$ cat config.mk
export PLATFORM = sky130hd
export DESIGN_NAME = fifo_uart_tx_flat
export DESIGN_NICKNAME = d
export VERILOG_FILES = /design/src/rtl/fifo_uart_tx_if.sv /design/src/rtl/fifo_uart_tx.sv /design/src/flat_wrapper.sv
export SDC_FILE = /design/constraint.sdc
export NUM_CORES = 1
export LEC_CHECK = 0
export ABC_AREA = 1
export CAP_MARGIN = 40
export CELL_PAD_IN_SITES_DETAIL_PLACEMENT = 0
export CELL_PAD_IN_SITES_GLOBAL_PLACEMENT = 1
export CORE_ASPECT_RATIO = 0.9
export CORE_MARGIN = 3
export CORE_UTILIZATION = 37
export CTS_CLUSTER_DIAMETER = 120
export CTS_CLUSTER_SIZE = 30
export DETAILED_ROUTE_END_ITERATION = 16
export GPL_ROUTABILITY_DRIVEN = 0
export HOLD_SLACK_MARGIN = 0.15
export PLACE_DENSITY_LB_ADDON = 0.1
export SLEW_MARGIN = 20
export SYNTH_ARGS = -nofsm -noshare
export SYNTH_HDL_FRONTEND = slang
export SYNTH_SLANG_ARGS = --single-unit
$ cat constraint.sdc
create_clock -name clk -period 1.7 [get_ports clk]
set_input_delay 0.17 -clock clk [delete_from_list [all_inputs] [get_ports clk]]
set_output_delay 0.17 -clock clk [all_outputs]
set_load 0.02 [all_outputs]
$ cat src/rtl/fifo_uart_tx_if.sv
// Read-side port of the team's show-ahead synchronous FIFO, as seen by its consumer.
interface fifo_uart_tx_if #(
   parameter int WIDTH = 8
) ();
   logic             fifo_empty;
   logic [WIDTH-1:0] fifo_data;
   logic             fifo_rd_en;

   modport master (
      input  fifo_empty,
      input  fifo_data,
      output fifo_rd_en
   );

   modport slave (
      output fifo_empty,
      output fifo_data,
      input  fifo_rd_en
   );
endinterface

$ cat src/rtl/fifo_uart_tx.sv
// Pops words from a show-ahead FIFO and serialises each as a UART frame:
// start bit, LSB-first data, optional parity, then 1 or 2 stop bits.
module fifo_uart_tx #(
   parameter int WIDTH        = 8,
   parameter int CLKS_PER_BIT = 16,
   parameter int PARITY       = 0,
   parameter int STOP_BITS    = 1
) (
   input  logic                  clk,
   input  logic                  reset,
   input  logic                  en,
   fifo_uart_tx_if.master        fifo,
   output logic                  tx,
   output logic                  busy,
   output logic                  tx_done
);

   localparam int   BAUD_W = (CLKS_PER_BIT > 1) ? $clog2(CLKS_PER_BIT) : 1;
   localparam int   BIT_W  = $clog2(WIDTH + 1);
   localparam logic ODD    = (PARITY == 2);

   typedef enum logic [2:0] {
      S_IDLE,
      S_START,
      S_DATA,
      S_PARITY,
      S_STOP
   } state_t;

   state_t             state, state_next;
   logic [BAUD_W-1:0]  baud_cnt, baud_next;
   logic [BIT_W-1:0]   bit_cnt, bit_next;
   logic [WIDTH-1:0]   shift, shift_next, shifted;
   logic               par_bit, par_next;
   logic               tx_next, done_next, busy_next;
   logic               rd_en;
   logic               bit_end;

   assign bit_end         = (baud_cnt == BAUD_W'(CLKS_PER_BIT - 1));
   assign shifted         = shift >> 1;
   assign busy_next       = (state_next != S_IDLE);
   assign fifo.fifo_rd_en = rd_en;

   always_ff @(posedge clk) begin
      if (reset) begin
         state    <= S_IDLE;
         baud_cnt <= '0;
         bit_cnt  <= '0;
         shift    <= '0;
         par_bit  <= 1'b0;
         tx       <= 1'b1;
         busy     <= 1'b0;
         tx_done  <= 1'b0;
      end else begin
         state    <= state_next;
         baud_cnt <= baud_next;
         bit_cnt  <= bit_next;
         shift    <= shift_next;
         par_bit  <= par_next;
         tx       <= tx_next;
         busy     <= busy_next;
         tx_done  <= done_next;
      end
   end

   // tx is registered, so each branch computes the line level for the next cycle.
   // The stop phase reuses bit_cnt to count stop bits.
   always_comb begin
      state_next = state;
      baud_next  = baud_cnt;
      bit_next   = bit_cnt;
      shift_next = shift;
      par_next   = par_bit;
      tx_next    = tx;
      done_next  = 1'b0;
      rd_en      = 1'b0;

      if (state != S_IDLE) begin
         baud_next = bit_end ? '0 : baud_cnt + BAUD_W'(1);
      end

      case (state)
         S_IDLE: begin
            rd_en   = en & ~fifo.fifo_empty & ~reset;
            tx_next = 1'b1;
            if (rd_en) begin
               shift_next = fifo.fifo_data;
               par_next   = (^fifo.fifo_data) ^ ODD;
               tx_next    = 1'b0;
               baud_next  = '0;
               bit_next   = '0;
               state_next = S_START;
            end
         end
         S_START: begin
            if (bit_end) begin
               tx_next    = shift[0];
               bit_next   = '0;
               state_next = S_DATA;
            end
         end
         S_DATA: begin
            if (bit_end) begin
               if (bit_cnt == BIT_W'(WIDTH - 1)) begin
                  bit_next = '0;
                  if (PARITY != 0) begin
                     tx_next    = par_bit;
                     state_next = S_PARITY;
                  end else begin
                     tx_next    = 1'b1;
                     state_next = S_STOP;
                  end
               end else begin
                  bit_next   = bit_cnt + BIT_W'(1);
                  shift_next = shifted;
                  tx_next    = shifted[0];
               end
            end
         end
         S_PARITY: begin
            if (bit_end) begin
               tx_next    = 1'b1;
               bit_next   = '0;
               state_next = S_STOP;
            end
         end
         S_STOP: begin
            if (bit_end) begin
               if (bit_cnt == BIT_W'(STOP_BITS - 1)) begin
                  bit_next   = '0;
                  done_next  = 1'b1;
                  state_next = S_IDLE;
               end else begin
                  bit_next = bit_cnt + BIT_W'(1);
               end
            end
         end
         default: begin
            tx_next    = 1'b1;
            state_next = S_IDLE;
         end
      endcase
   end

endmodule

$ cat src/flat_wrapper.sv
// flat-port wrapper written by rule: the top's interface ports become plain ports
module fifo_uart_tx_flat 
#(
   parameter int WIDTH        = 8,
   parameter int CLKS_PER_BIT = 16,
   parameter int PARITY       = 0,
   parameter int STOP_BITS    = 1
)
  (clk, reset, en, tx, busy, tx_done, fifo_fifo_empty, fifo_fifo_data, fifo_fifo_rd_en);
  fifo_uart_tx_if #(.WIDTH(WIDTH)) fifo_i ();
  input  logic clk;
  input  logic reset;
  input  logic en;
  output logic tx;
  output logic busy;
  output logic tx_done;
  input wire logic [$bits(fifo_i.fifo_empty)-1:0] fifo_fifo_empty;
  input wire logic [$bits(fifo_i.fifo_data)-1:0] fifo_fifo_data;
  output wire logic [$bits(fifo_i.fifo_rd_en)-1:0] fifo_fifo_rd_en;
  assign fifo_i.fifo_empty = fifo_fifo_empty;
  assign fifo_i.fifo_data = fifo_fifo_data;
  assign fifo_fifo_rd_en = fifo_i.fifo_rd_en;
  fifo_uart_tx #(.WIDTH(WIDTH), .CLKS_PER_BIT(CLKS_PER_BIT), .PARITY(PARITY), .STOP_BITS(STOP_BITS)) u_core (.clk(clk), .reset(reset), .en(en), .fifo(fifo_i), .tx(tx), .busy(busy), .tx_done(tx_done));
endmodule
; ---- Word level (Yosys, flattened, before mapping)
; Cells that the tools add are included.
[word_totals]
regBits = 22
inputBits = 12
output_inout_bits = 4
word_cells = 70
[classes]
n_addsub = 2
n_eq_ne = 13
n_mux = 31
bitwise_logic = 6
reduce_logical = 11
[op_table]
columns = op, n
row1 = two-way mux 4 bit, 10
row2 = two-way mux 8 bit, 3
row3 = two-way mux 3 bit, 7
row4 = case mux 4 bit (4 select lines), 1
row5 = case mux 8 bit (2 select lines), 1
row6 = case mux 3 bit (5 select lines), 1
row7 = inequality test 2 x 1 -> 1 bit (second input constant), 6
row8 = adder 4 x 1 -> 4 bit (second input constant), 2
row9 = AND reduction 4 bit, 2
row10 = two-way mux 1 bit, 7
row11 = == test 3 x 2 -> 1 bit (second input constant), 2
row12 = nonzero test 3 bit, 2
row13 = case mux 1 bit (5 select lines), 1
row14 = AND reduction 5 bit, 1
row15 = == test 4 x 3 -> 1 bit (second input constant), 1
row16 = == test 4 bit (second input constant), 1
row17 = zero test 4 bit, 1
row18 = inverter 1 bit, 4
row19 = nonzero test 4 bit, 1
row20 = == test 3 x 1 -> 1 bit (second input constant), 1
row21 = == test 3 bit (second input constant), 1
row22 = zero test 3 bit, 1
row23 = OR reduction 3 bit, 1
row24 = bitwise AND 1 bit, 2
row25 = other kinds (3), 3

; ---- Depth between registers and ports, before layout
; Gate-level depths: netlist of the first run.
[logic_depth]
depth_word = 6
ltp_mapped = 11
ltp_nobuf = 9

; ---- Worst setup path before layout of the first run
; Ideal clock, no wire load.
[synth_path]
path_kind = reg-to-reg
start = register u_core.baud_cnt[0]
end = register u_core.shift[3]
setup_ns = 0.113
t_arrival_ns = 1.317
t_required_ns = 1.587
setup_slack_ns = 0.270
path_stages_with_launch = 10
n_path_buf = 1
period_less_slack_ns = 1.430
path_cell_list = dfxtp_1 > ha_1 > nand3_2 > nand3_1 > nand2_4 > nor2_4 > buf_6 > nand2_1 > nand2_1 > nor2_1
[synth_between]
elab_chain_len = 3
[synth_lines]
columns = element, line
row1 = start: declaration, fifo_uart_tx.sv:31  ; logic [BAUD_W-1:0] baud_cnt, baud_next;
row2 = start signal: assignment, fifo_uart_tx.sv:56  ; baud_cnt <= baud_next;
row3 = == test 4 bit, fifo_uart_tx.sv:39  ; assign bit_end = (baud_cnt == BAUD_W'(CLKS_PER_BIT - 1));
row4 = inequality test 2 x 1 -> 1 bit (no source line), n/a
row5 = AND reduction 4 bit (no source line), n/a
row6 = end signal: assignment, fifo_uart_tx.sv:58  ; shift <= shift_next;
row7 = end: declaration, fifo_uart_tx.sv:33  ; logic [WIDTH-1:0] shift, shift_next, shifted;
; No other way between the ends.
; A chain may end at the register's enable or synchronous reset.

; ---- Final worst setup path of the first run
[layout_path]
start = register u_core.baud_cnt[0]
end = register u_core.shift[5]
; The elaborated chain is that of the path after synthesis.

==> impl_metrics.py, run 1 <==
metrics = {
    "cts": {
        "clock_insertion_delay_worst_skew_ns": 0.27,
        "num_clock_sinks": 22,
        "cts-root-buf": "sky130_fd_sc_hd__clkbuf_8",
        "cts.htree.levels": 1,
        "cts_tree": "done",
        "post-cts-setup-buffers": 0,
        "tritoncts.num_buffers": 3,
        "clk_transition_reported_paths_ns": 0.08,
        "ctsLongestPathBuffers": 2,
    },
    "critical_path": {
        "timing.rr.start": "u_core.baud_cnt[0]$_SDFF_PP0_",
        "cp.depth": 8,
        "path_buf_inv": 0,
        "critical_path.top_delay_family": "simple AND/OR/NAND/NOR gates",
        "worstPathRequired_ns": 1.87,
        "worst-setup-path-type": "reg2reg",
        "critPathMostFrequentCell": "sky130_fd_sc_hd__nand2_1",
        "path_cells": "ha_1, nand3_2, nand3_1, nand2_4, nor2_4, nand2_1, nand2_1, nor2_1",
        "setup.worst_path.end_class": "flip-flop",
        "cpPeakStageDelay_ns": 0.38,
        "reg2reg_to": "u_core.shift[5]$_SDFFE_PP0P_",
        "crit_fanout": 14,
        "critPathArrivalTime_ns": 1.71,
        "worst_r2r_path_depth": 8,
        "regToRegSetupSlack_ns": 0.16,
        "startpoint_type": "flip-flop",
        "slowest_stage": "sky130_fd_sc_hd__dfxtp_1",
    },
    "sta": {
        "final_setup_margin_ns": 0.161,
        "report.final.hold_viol_count": 0,
        "report.final.slew_viol_count": 0,
        "achievable-frequency_mhz": 650,
        "finalSetupViolCount": 0,
        "worst_slew_pin_slew_ns": 0.302,
        "rsz0062_at_grt": "no",
        "timing.final.crit_share": 0.905,
        "timing.final.crit_period_ns": 1.54,
        "layout_skew_ns": 0.00169,
        "timing.slew.headroom": 0.798,
    },
    "global_routing": {
        "gr-total-overflow": 0,
        "grt_antenna_before_repair": 0,
        "grt_max_degree": 17,
        "number_of_global_route_vias_before_repair": 1128,
        "grt_util_all_layers": 0.155,
        "grt_first_pass_wirelength_um": 4900,
    },
    "detailed_routing": {
        "initial_drc_count": 56,
        "post_drt_via_cell_ratio": 4.61,
        "drt_wl_total_um": 2880,
        "routedLengthMet1_um": 1450,
        "dr_total_vias": 1254,
        "drcViolationCount": 0,
        "wire_per_inst_um": 10.6,
        "maxUsedRoutingLayer": "met4",
        "drt_pass1_iterations": 4,
        "drtAntennaViolNets": 0,
        "detailroute.wirelength.met3_um": 106,
        "met2WireLength_um": 1310,
    },
    "floorplanning": {
        "die_y_um": 61.6,
        "start_util": 0.402,
        "io_pins": 16,
        "row_count": 19,
        "die_area_um2": 4170,
        "core_area_um2": 3160,
        "floorplan.die.width_um": 67.8,
    },
    "cells_and_area": {
        "design.final.nets": 246,
        "syn2layout_area_growth_pct": 26.1,
        "antenna_cells": 0,
        "final_core_util": 0.507,
        "post_route_cells_drive_above_1_share": 0.117,
        "fin_area_um2": 1600,
    },
    "synth": {
        "synth.ff_latch_count": 22,
        "synth-warning-count": 0,
        "yosys.cell_types.count": 28,
        "syn-num-nets": 219,
        "number_of_standard_cells_after_synthesis": 204,
        "share_of_synthesized_area_occupied_by_flip_flops_and_latches": 0.347,
        "avgSynthCellArea_um2": 6.23,
        "synth_area_um2": 1270,
    },
    "min_path": {
        "min_to": "u_core.shift[7]$_SDFFE_PP0P_",
        "worst_hold_path.num_cells": 3,
        "worstHoldStart": "fifo_fifo_data[7]",
        "worstHoldPathType": "in2reg",
    },
    "power_and_ir_drop": {
        "static_leakage_power_nw": 0.802,
        "power.total_mw": 1.29,
        "peakVddDrop_mv": 0.462,
        "cellPowerDensity_nw_per_um2": 803,
    },
    "outcome": {
        "run_status": "complete, no violations",
    },
    "place": {
        "detailedPlacementHpwl_um": 2190,
        "place.port_buffers": 15,
        "post_dp_cell_area_um2": 1530,
        "place_ws_ns": -0.0330,
    },
    "run": {
        "maxCapViolations": 0,
    },
}
Yosys cell counts (all sizes together):
library cell	instances	area (um2)
nand2	78	315
nor2	34	145
inv	26	97.6
dfxtp	22	440
nand3	9	50.1
o21ai	8	40.0
a21oi	6	30.0
nand4	5	31.3
buf	3	20.0
ha	3	37.5
a211oi	1	7.51
and2	1	6.26
clkbuf	1	5.00
clkinv	1	3.75
nor3	1	5.00
nor4	1	6.26
o211ai	1	7.51
o22ai	1	6.26
or2	1	6.26
xor2	1	8.76
how the worst max path moves through the flow:
stage | startpoint | end | slack, ns
floorplan | u_core.baud_cnt[0]$_SDFF_PP0_ | u_core.shift[3]$_SDFFE_PP0P_ | 0.27
global placement | en | fifo_fifo_rd_en | 0.007
detailed placement | en | fifo_fifo_rd_en | -0.03
CTS | u_core.state[2]$_SDFF_PP0_ | fifo_fifo_rd_en | 0.06
global route | u_core.baud_cnt[0]$_SDFF_PP0_ | u_core.shift[2]$_SDFFE_PP0P_ | 0.02
finish | u_core.baud_cnt[0]$_SDFF_PP0_ | u_core.shift[5]$_SDFFE_PP0P_ | 0.16
metrics by stage:
step	hold slack (ns)	setup TNS [ns]	std cells
final	0.458	0	272
after global routing	0.469	0	272
after CTS	0.448	0	272
after detailed placement	0.479	-0.0330	268
after global placement	0.465	0	268
after floorplan	0.239	0	204
per-layer routing:
layer	vias up	GRT usage
met5	-	0
met4	0	0.0434
met3	4	0.0383
met2	12	0.251
met1	558	0.205
li1	680	-
layout make-up:
type | count | area [um2]
Clock buffer | 3 | 41.3
Clock inverter | 1 | 30.0
Fill cell | 337 | 1560
Inverter | 27 | 101
Multi-Input combinational cell | 151 | 708
Sequential cell | 22 | 440
Tap cell | 42 | 52.6
Timing Repair Buffer | 26 | 228
repair_timing:
item / CTS / global route
hold buffers: 0 / 0
resized for setup: 1 / 3
endpoints found under the setup margin: 1 / 4
power breakdown:
part           internal [mW]  switching [mW]
sequential             0.547          0.0230
clock                  0.315           0.185
combinational         0.0969           0.119
total                  0.959           0.327
layout by cell type (no fill, tap or decap), drive strengths merged, types with 3 or more instances in the layout:
master          n
clkdlybuf4s50  14
inv            26
clkbuf          4
nand3           9
dfxtp          22
nor2           34
buf            11
o21ai           8
nand2          78
ha              3
nand4           5
a21oi           6
flip-flops by register name, summed over array words and instances, names as in the netlist:
name / count
u_core.state: 3
u_core.tx: 1
u_core.bit_cnt: 4
u_core.shift: 8
u_core.busy: 1
u_core.tx_done: 1
u_core.baud_cnt: 4
worst reg2reg max path: cells and delay by family, from the launching register on:
kind / cells / cell delay, ns
flip-flops: 1 / 0.38
AND/OR/NAND/NOR: 7 / 0.85
adder cells (fa/ha/maj): 1 / 0.22
kinds of logic after synthesis:
kind of cell             Yosys count  synth area share
buffers and inverters             31            0.0995
AND/OR/NAND/NOR                  130             0.445
adder cells (fa/ha/maj)            3            0.0296
flip-flops                        22             0.347
AO/OA/AOI/OAI                     17            0.0719
XOR/XNOR                           1           0.00690
Note: power is estimated with default switching activity, not from simulation.
==> run 2: changes to the inputs <==
- RECOVER_POWER: default -> 25
- SLEW_MARGIN: 20 -> 15
==> run 2 against run 1 <==
Power about the same. Fmax is essentially flat. Flip-flop and latch count stayed put. Final cell count stayed put. Count of clock-buffer cells in the layout unchanged. Non-clock buffer count stayed put. Combinational power is essentially flat. Die area unchanged. Routed wire length is essentially flat. Critical path depth did not move. Largest cell class unchanged. Sequential share of layout area unchanged.
==> impl_metrics.py, run 2 (same netlist as run 1, synthesis figures left out) <==
metrics = {
    "detailed_routing": {
        "initial_drc_count": 57,
        "drcViolationCount": 0,
        "drtAntennaViolNets": 0,
        "dr_total_vias": 1260,
        "drt_pass1_iterations": 4,
        "post_drt_via_cell_ratio": 4.63,
        "drt_wl_total_um": 2880,
        "wire_per_inst_um": 10.6,
    },
    "cells_and_area": {
        "most-common-layout-cells": "sky130_fd_sc_hd__nand2_1, sky130_fd_sc_hd__nor2_1, sky130_fd_sc_hd__inv_1, sky130_fd_sc_hd__dfxtp_1, sky130_fd_sc_hd__clkdlybuf4s50_1",
        "fin_cells": 272,
        "layout_commonest_cell": "sky130_fd_sc_hd__nand2_1",
        "largest_registers": "u_core.shift x8, u_core.baud_cnt x4, u_core.bit_cnt x4",
        "design.final.nets": 246,
        "multi_input_area_um2": 708,
        "post_route_cells_drive_above_1_share": 0.113,
        "antenna_cells": 0,
        "syn2layout_area_growth_pct": 26.1,
        "combined_flip_flop_and_latch_cell_area_um2": 440,
        "fillers": 337,
        "largest_register_ff_count": 8,
        "registers.top_by_ff_count": "u_core.shift",
    },
    "critical_path": {
        "worstPathRequired_ns": 1.87,
        "worst-setup-path-type": "reg2reg",
        "crit_fanout": 14,
        "startpoint_type": "flip-flop",
        "worst_r2r_path_depth": 8,
        "setup.worst_path.end_class": "flip-flop",
        "critPathArrivalTime_ns": 1.71,
    },
    "floorplanning": {
        "die_y_um": 61.6,
        "die_area_um2": 4170,
        "floorplan.die.width_um": 67.8,
        "io_pins": 16,
        "start_util": 0.402,
        "row_count": 19,
        "core_area_um2": 3160,
    },
    "cts": {
        "tritoncts.num_buffers": 3,
        "cts_tree": "done",
        "cts-root-buf": "sky130_fd_sc_hd__clkbuf_8",
        "cts_hold_buffers": 0,
        "cts.htree.levels": 1,
        "clock_insertion_delay_worst_skew_ns": 0.27,
        "num_clock_sinks": 22,
        "ctsLongestPathBuffers": 2,
        "clk_transition_reported_paths_ns": 0.08,
    },
    "global_routing": {
        "number_of_global_route_vias_before_repair": 1128,
        "gr-total-overflow": 0,
        "grt_util_all_layers": 0.155,
        "grt_first_pass_wirelength_um": 4900,
        "grt_max_degree": 17,
        "grt_antenna_before_repair": 0,
    },
    "power_and_ir_drop": {
        "power.total_mw": 1.29,
        "cellPowerDensity_nw_per_um2": 802,
        "peakVddDrop_mv": 0.462,
        "static_leakage_power_nw": 0.808,
    },
    "sta": {
        "report.final.hold_viol_count": 0,
        "finalSetupViolCount": 0,
        "worst_slew_pin_slew_ns": 0.303,
        "rsz0062_at_grt": "no",
        "final_setup_margin_ns": 0.161,
        "layout_skew_ns": 0.00145,
        "worst_hold_margin_ns": 0.458,
        "timing.final.crit_share": 0.905,
        "timing.final.crit_period_ns": 1.54,
        "timing.slew.headroom": 0.798,
        "achievable-frequency_mhz": 650,
        "report.final.slew_viol_count": 0,
    },
    "outcome": {
        "run_status": "complete, no violations",
    },
    "place": {
        "place.port_buffers": 15,
        "place_ws_ns": -0.0330,
        "placed_cells_incl_taps": 268,
        "detailedPlacementHpwl_um": 2190,
    },
    "run": {
        "maxCapViolations": 0,
    },
    "min_path": {
        "worst_hold_path.num_cells": 3,
        "worstHoldPathType": "in2reg",
    },
}
==> run 2: cell types whose count changed in the layout (fill, tap and decap cells not counted) <==
cell                              before  now
sky130_fd_sc_hd__clkdlybuf4s50_1      14   12
sky130_fd_sc_hd__inv_1                24   25
sky130_fd_sc_hd__dlygate4sd3_1         0    2
sky130_fd_sc_hd__inv_2                 2    1
==> run 2: layout make-up <==
class | count | share of cell area
multi-input cells | 151 | 0.442
flip-flops and latches | 22 | 0.275
repair buffers | 26 | 0.142
inverters | 27 | 0.0633
well taps | 42 | 0.0328
clock buffers | 3 | 0.0258
clock inverters | 1 | 0.0187
==> run 2: through the flow <==
step                      instance area (um2)  setup TNS [ns]  utilization
after floorplan                          1270               0            -
after global placement                   1530               0        0.484
after detailed placement                 1530         -0.0330        0.484
after CTS                                1600               0        0.506
after global routing                     1600               0        0.507
final                                    1600               0        0.507
==> run 2: repair_timing <==
item	4_1_cts	5_1_grt
setup endpoints to repair	1	4
resized for setup	1	3
setup buffers	0	0
cloned	0	0
endpoints found under the hold margin	0	0
==> run 2: metal layers <==
metal,global-route usage,wire (um),up-vias
li1,-,-,680
met4,0.0434,21,0
met2,0.251,1310,12
met3,0.0383,106,4
met5,0,0,-
met1,0.205,1440,564
==> run 2: path summary, 6_finish.rpt <==
check                                              startpoint                       endpoint  slack (ns)
worst max register to register  u_core.baud_cnt[0]$_SDFF_PP0_   u_core.shift[5]$_SDFFE_PP0P_        0.16
worst max-delay path            u_core.baud_cnt[0]$_SDFF_PP0_   u_core.shift[5]$_SDFFE_PP0P_        0.16
worst min register to register  u_core.baud_cnt[1]$_SDFF_PP0_  u_core.baud_cnt[1]$_SDFF_PP0_        0.49
worst min-delay path                        fifo_fifo_data[7]   u_core.shift[7]$_SDFFE_PP0P_        0.46
==> run 2: where the power goes <==
part	switching, mW	internal, mW	total (mW)
combinational	0.119	0.0961	0.215
sequential	0.0230	0.547	0.570
clock	0.185	0.315	0.500
==> run 2: critical path: stages (launching register included) <==
cell                      delay (ns)
sky130_fd_sc_hd__dfxtp_1        0.38
sky130_fd_sc_hd__ha_1           0.22
sky130_fd_sc_hd__nand3_2        0.11
sky130_fd_sc_hd__nand3_1        0.19
sky130_fd_sc_hd__nand2_4        0.09
sky130_fd_sc_hd__nor2_4         0.26
sky130_fd_sc_hd__nand2_1        0.09
sky130_fd_sc_hd__nand2_1        0.07
sky130_fd_sc_hd__nor2_1         0.04
==> run 3: changes to the inputs <==
- HOLD_SLACK_MARGIN: 0.15 -> default
- MAX_ROUTING_LAYER: default -> met4
- SLEW_MARGIN: 15 -> 20
==> results of run 3 <==
Final layout, timing and power as in run 2 (identical DEF).
Main changes from that run: overall routing resource usage 0.155 -> 0.160
